===== src/rtl/fft_power_peak.sv =====
// ---------------------------------------------------------------------------
// fft_power_peak
//
// Downstream stage of the 256-point FFT. It consumes the bit-reversed output
// stream, one complex bin per valid cycle, and computes the power of each bin
// as re^2 + im^2. For every frame it reports the index and power of the
// strongest bin and the total energy. Back-to-back frames are supported.
//
// Parameters
//   N    bins per frame (power of two)
//   LDN  log2(N); width of the bin indices
//   W    input sample width (signed two's complement)
//
// Ports
//   clk         system clock; all logic runs on the rising edge
//   reset       asynchronous, active-high
//   in_valid    in_re/in_im carry one bin this cycle
//   in_re       bin real part, signed
//   in_im       bin imaginary part, signed
//   pwr_valid   pwr_out/pwr_bin are valid this cycle
//   pwr_out     re^2 + im^2, unsigned
//   pwr_bin     bin index of pwr_out
//   frame_done  one-cycle pulse: peak_*/energy now hold a new frame
//   peak_bin    index of the strongest bin of the last completed frame
//   peak_pwr    power of that bin
//   energy      sum of all N bin powers of the last completed frame
//   frame_cnt   completed-frame count; wraps from 0xFFFF to 0
// ---------------------------------------------------------------------------
module fft_power_peak #(
  parameter int unsigned N   = 256,
  parameter int unsigned LDN = 8,
  parameter int unsigned W   = 16
) (
  input  logic                 clk,
  input  logic                 reset,
  input  logic                 in_valid,
  input  logic [W-1:0]         in_re,
  input  logic [W-1:0]         in_im,
  output logic                 pwr_valid,
  output logic [2*W-1:0]       pwr_out,
  output logic [LDN-1:0]       pwr_bin,
  output logic                 frame_done,
  output logic [LDN-1:0]       peak_bin,
  output logic [2*W-1:0]       peak_pwr,
  output logic [2*W+LDN-1:0]   energy,
  output logic [15:0]          frame_cnt
);

  localparam logic [1:0] ST_IDLE   = 2'd0;
  localparam logic [1:0] ST_ACC    = 2'd1;
  localparam logic [1:0] ST_REPORT = 2'd2;

  // -------------------------------------------------------------------------
  // Bin counter. Frame boundaries come only from counting accepted samples;
  // the data itself is never inspected.
  // -------------------------------------------------------------------------
  logic [LDN-1:0] r_bin;
  logic           w_last;

  assign w_last = (r_bin == LDN'(N-1));

  always_ff @(posedge clk or posedge reset) begin
    if (reset) begin
      r_bin <= '0;
    end else if (in_valid) begin
      r_bin <= w_last ? '0 : r_bin + LDN'(1);
    end
  end

  // -------------------------------------------------------------------------
  // Stage 1: square each component.
  // Operands are sign-extended to 2W bits, so the low 2W bits of the product
  // are the exact (non-negative) square, at most 2^(2W-2).
  // -------------------------------------------------------------------------
  logic signed [2*W-1:0] w_re_ext;
  logic signed [2*W-1:0] w_im_ext;
  logic                  r_s1_valid;
  logic [2*W-1:0]        r_sq_re;
  logic [2*W-1:0]        r_sq_im;
  logic [LDN-1:0]        r_s1_bin;
  logic                  r_s1_last;

  assign w_re_ext = {{W{in_re[W-1]}}, in_re};
  assign w_im_ext = {{W{in_im[W-1]}}, in_im};

  always_ff @(posedge clk or posedge reset) begin
    if (reset) begin
      r_s1_valid <= 1'b0;
      r_sq_re    <= '0;
      r_sq_im    <= '0;
      r_s1_bin   <= '0;
      r_s1_last  <= 1'b0;
    end else begin
      r_s1_valid <= in_valid;
      if (in_valid) begin
        r_sq_re   <= w_re_ext * w_re_ext;
        r_sq_im   <= w_im_ext * w_im_ext;
        r_s1_bin  <= r_bin;
        r_s1_last <= w_last;
      end
    end
  end

  // -------------------------------------------------------------------------
  // Stage 2: power = sum of squares. The maximum is 2 * 2^(2W-2) = 2^(2W-1),
  // which fits the unsigned 2W-bit result exactly.
  // Output data holds its last value while pwr_valid is low.
  // -------------------------------------------------------------------------
  logic [2*W-1:0] w_pwr;
  logic           r_s2_last;

  assign w_pwr = r_sq_re + r_sq_im;

  always_ff @(posedge clk or posedge reset) begin
    if (reset) begin
      pwr_valid <= 1'b0;
      pwr_out   <= '0;
      pwr_bin   <= '0;
      r_s2_last <= 1'b0;
    end else begin
      pwr_valid <= r_s1_valid;
      if (r_s1_valid) begin
        pwr_out   <= w_pwr;
        pwr_bin   <= r_s1_bin;
        r_s2_last <= r_s1_last;
      end
    end
  end

  // -------------------------------------------------------------------------
  // Peak / energy tracker, driven by the stage-2 output.
  // In IDLE and REPORT a valid sample is the first bin of a frame and loads
  // the running values; in ACC it accumulates. A strict compare keeps the
  // lowest index on ties. When the sample carries the last tag, the final
  // values (last bin included) go straight to the result registers so they
  // are already stable while frame_done is high.
  // -------------------------------------------------------------------------
  logic [1:0]           r_state;
  logic [2*W-1:0]       r_run_peak;
  logic [LDN-1:0]       r_run_bin;
  logic [2*W+LDN-1:0]   r_run_energy;

  logic                 w_first;
  logic                 w_take;
  logic [2*W+LDN-1:0]   w_pwr_ext;
  logic [2*W-1:0]       w_nxt_peak;
  logic [LDN-1:0]       w_nxt_bin;
  logic [2*W+LDN-1:0]   w_nxt_energy;

  always_comb begin
    w_first      = (r_state != ST_ACC);
    w_pwr_ext    = {{LDN{1'b0}}, pwr_out};
    w_take       = w_first || (pwr_out > r_run_peak);
    w_nxt_peak   = w_take ? pwr_out : r_run_peak;
    w_nxt_bin    = w_take ? pwr_bin : r_run_bin;
    w_nxt_energy = w_first ? w_pwr_ext : (r_run_energy + w_pwr_ext);
  end

  always_ff @(posedge clk or posedge reset) begin
    if (reset) begin
      r_state      <= ST_IDLE;
      r_run_peak   <= '0;
      r_run_bin    <= '0;
      r_run_energy <= '0;
      peak_bin     <= '0;
      peak_pwr     <= '0;
      energy       <= '0;
      frame_cnt    <= '0;
    end else begin
      if (pwr_valid) begin
        r_run_peak   <= w_nxt_peak;
        r_run_bin    <= w_nxt_bin;
        r_run_energy <= w_nxt_energy;
        if (r_s2_last) begin
          peak_bin  <= w_nxt_bin;
          peak_pwr  <= w_nxt_peak;
          energy    <= w_nxt_energy;
          frame_cnt <= frame_cnt + 16'd1;
          r_state   <= ST_REPORT;
        end else begin
          r_state   <= ST_ACC;
        end
      end else if (r_state == ST_REPORT) begin
        r_state <= ST_IDLE;
      end
    end
  end

  // REPORT lasts exactly one cycle unless another last tag follows
  // immediately, which only a single-bin frame could produce.
  assign frame_done = (r_state == ST_REPORT);

endmodule


===== config.mk =====
export PLATFORM = sky130hd
export DESIGN_NAME = fft_power_peak
export DESIGN_NICKNAME = d
export VERILOG_FILES = /design/src/rtl/fft_power_peak.sv
export SDC_FILE = /design/constraint.sdc
export NUM_CORES = 2
export LEC_CHECK = 0
export BUFFER_PORTS_ARGS = -buffer_cell sky130_fd_sc_hd__buf_4
export CELL_PAD_IN_SITES_DETAIL_PLACEMENT = 1
export CELL_PAD_IN_SITES_GLOBAL_PLACEMENT = 1
export CORE_UTILIZATION = 35
export DETAILED_ROUTE_END_ITERATION = 7
export GPL_TIMING_DRIVEN = 0
export PLACE_DENSITY = 0.69
export SETUP_SLACK_MARGIN = 0.1
export SYNTH_ARGS = -nofsm -noshare
export SYNTH_HDL_FRONTEND = slang
export SYNTH_SLANG_ARGS = --single-unit

===== constraint.sdc =====
create_clock -name clk -period 13 [get_ports clk]
set_input_delay 1.95 -clock clk [delete_from_list [all_inputs] [get_ports clk]]
set_output_delay 1.95 -clock clk [all_outputs]
set_load 0.02 [all_outputs]

==> results.ini <==
[yosys]
synth_simple_gate_area_frac = 0.09861
synth_warnings = 0
synthFlopType = dfrtp_1
netlist_area_um2 = 33140
netlist-cell-type-count = 77
synth_cells = 3411
synth_common_cells = 693 x inv_1, 467 x fa_1, 335 x nand2_1
synthXorXnorAreaFrac = 0.04361
yosysTopAreaCellShare = 0.2821
avgSynthCellArea_um2 = 9.716
synth.mux.area_fraction = 0.05138
synth_compound_area_frac = 0.1014
synthAdderAreaFrac = 0.3874
yosys-top-cells-area = fa_1 28%, dfrtp_1 23%, ha_1 11%, inv_1 7.8%, nand2_1 3.8%
ys_ff_latch = 300
synth-edff-count = 0
yosys.area.top_type = fa_1
synth_nets = 4192
yosysMostFrequentCell = inv_1
ys_seq_area_frac = 0.2265
synth_top_family_by_area = adder cells
async_flop_share = 1.000

[floorplanning]
fp.dieH_um = 309.7
row_count = 112
core-area_um2 = 93610
die_x_um = 309.7
io_pins = 173
die_area_um2 = 95920
start_util = 0.3540

[global_routing]
grt-ovfl-total = 0
antenna_found_initial = 4
grt_start_max_net_pins = 114
grt_first_pass_wirelength_um = 148600
track_usage = 0.1990
first_global_vias = 27180

[cts]
cts_buffer_depth = 3
cts_max_level = 2
root_buffer = clkbuf_16
cts_tree = yes
clkTransAtPathRegs_ps = 60
cts_setup_buffers = 0
cts_sinks = 300
cts_resized = 0
holdBufCountCts = 0
clock_latency_ps = 570
cts-buffers-inserted = 36

[final_layout]
finish.utilization = 0.3978
synthToLayoutAreaGrowth_pct = 12.38
nNetsFinal = 4401
drive_gt1_frac = 0.1063
fillCellCount = 10810

[critical_path]
crit_type = in2reg
worstRegToRegCells = 11
start_kind = primary input
r2r_start = pwr_out[29]
arrival_ps = 9200
critPathMaxFanout = 10
rrSetupSlack_ps = 8980
worstPathRequired_ps = 13450
r2r_end = r_run_bin[5]
worstSetupEndpointType = register

[routing]
via_count = 24150
drtIter0Drc = 945
drc = 0
routed_wl_um = 92420
drt_first_pass_iters = 5
routed_via_density = 4.933
routedWlPerCell_um = 18.88
postRouteAntennaNets = 0

[timing]
fmax_mhz = 114.3
period_share = 0.6728
slew_headroom = 0.3533
period_minus_slack_ps = 8747
setup_violations = 0
slew_viol_final = 0
rsz0062_at_grt = false
skew_ps = 34.94
hold_slack_ps = 438.4
hold_violations = 0
worst_slew_pin_slew_ps = 970.1

[hold_path]
worstHoldStart = r_s1_valid
min_to = pwr_valid
worstHoldPathType = reg2reg
holdPathStages = 0

[placement]
io_buffers = 169
routabilityCongestion = 0.8868
hpwl_um = 76980

[job]
drv_cap = 0

[run_status]
status = completed

==> stage by stage <==
| step | TNS [ps] | cells | cell area, µm² | setup WS [ps] |
|---|---|---|---|---|
| 2_1_floorplan | 0 | 3411 | 33140 | 2761 |
| 3_3_place_gp | -257910 | 4834 | 35980 | -900.0 |
| 3_5_place_dp | 0 | 4836 | 36040 | 3647 |
| 4_1_cts | 0 | 4895 | 37240 | 4257 |
| 5_1_grt | 0 | 4895 | 37240 | 3805 |
| 6_report | 0 | 4896 | 37240 | 4253 |
==> logic make-up (layout without fill, tap and decap cells) <==
| family | after synthesis | count (layout) |
|---|---|---|
| AO/OA/AOI/OAI | 512 | 512 |
| adder cells (fa/ha/maj) | 746 | 746 |
| AND/OR/NAND/NOR | 729 | 729 |
| other | 0 | 1 |
| XOR/XNOR | 165 | 165 |
| multiplexers | 157 | 157 |
| flip-flops | 300 | 300 |
| buffers and inverters | 802 | 1032 |
==> cell usage in the layout, fill, tap and decap left out, types with 24 or more instances in the layout <==
| cell | netlist | layout |
|---|---|---|
| inv_1 | 693 | 692 |
| buf_4 | 0 | 169 |
| and2_1 | 69 | 69 |
| fa_1 | 467 | 467 |
| xor2_1 | 36 | 36 |
| mux2_2 | 105 | 105 |
| dfrtp_1 | 300 | 300 |
| xnor2_1 | 129 | 129 |
| nor2_1 | 177 | 177 |
| ha_1 | 279 | 279 |
| clkbuf_1 | 96 | 99 |
| mux2i_1 | 52 | 52 |
| o21ai_0 | 145 | 145 |
| a21o_1 | 63 | 63 |
| a21oi_1 | 151 | 151 |
| clkbuf_16 | 0 | 36 |
| nand2_1 | 335 | 335 |
| nand3_1 | 30 | 30 |
| nand4_1 | 24 | 24 |
==> state kept, by name, summed over array words and instances (netlist names), 16 cells and up <==
signal and flops:
r_sq_im 31, pwr_out 32, peak_pwr 32, r_sq_re 31, r_run_peak 32, r_run_energy 40
frame_cnt 16, energy 40
==> metal layers <==
metal | vias to the layer above | wire [µm] | track usage
li1 | 11220 | - | -
met1 | 12430 | 39170 | 0.2455
met2 | 368 | 47660 | 0.3651
met3 | 131 | 2952 | 0.02083
met4 | 6 | 2602 | 0.05526
met5 | - | 33 | 0
==> final cells by class <==
class                      instances  area (µm²)  share of cell area
clock inverter                    11       162.7            0.004368
clock buffer                      48        1036             0.02782
tap                             1254        1569             0.04213
inverter                         695        2616             0.07025
timing repair buffer             171        1324             0.03555
multi-input combinational       2309       22620              0.6073
sequential                       300        7507              0.2016
buffer                           107       406.6             0.01092
antenna                            1       2.502          0.00006719
==> worst max-delay path by stage <==
stage | startpoint | to
2_1_floorplan | reset | energy[0]
3_3_place_gp | reset | r_sq_im[31]
3_5_place_dp | in_im[5] | r_sq_im[31]
4_1_cts | in_im[5] | r_sq_im[31]
5_1_grt | in_im[5] | r_sq_im[31]
6_report | in_im[5] | r_sq_im[31]
==> worst max-delay path, cell delays in order <==
cell      delay, ps
clkbuf_1        540
clkbuf_1        630
nand2_1         160
fa_1            580
fa_1            450
fa_1            510
inv_1            50
fa_1            480
fa_1            490
inv_1            50
fa_1            480
inv_1            50
ha_1            320
a21oi_1         140
o21ai_0         170
o21bai_1        350
o31ai_1         230
a221oi_2        440
o21ai_1         200
a31o_1          280
o41ai_2         240
xnor2_1         130
mux2_2          270
Power is not shown: default switching activity piles up to over one toggle a cycle in this logic, so the estimate is an artifact.
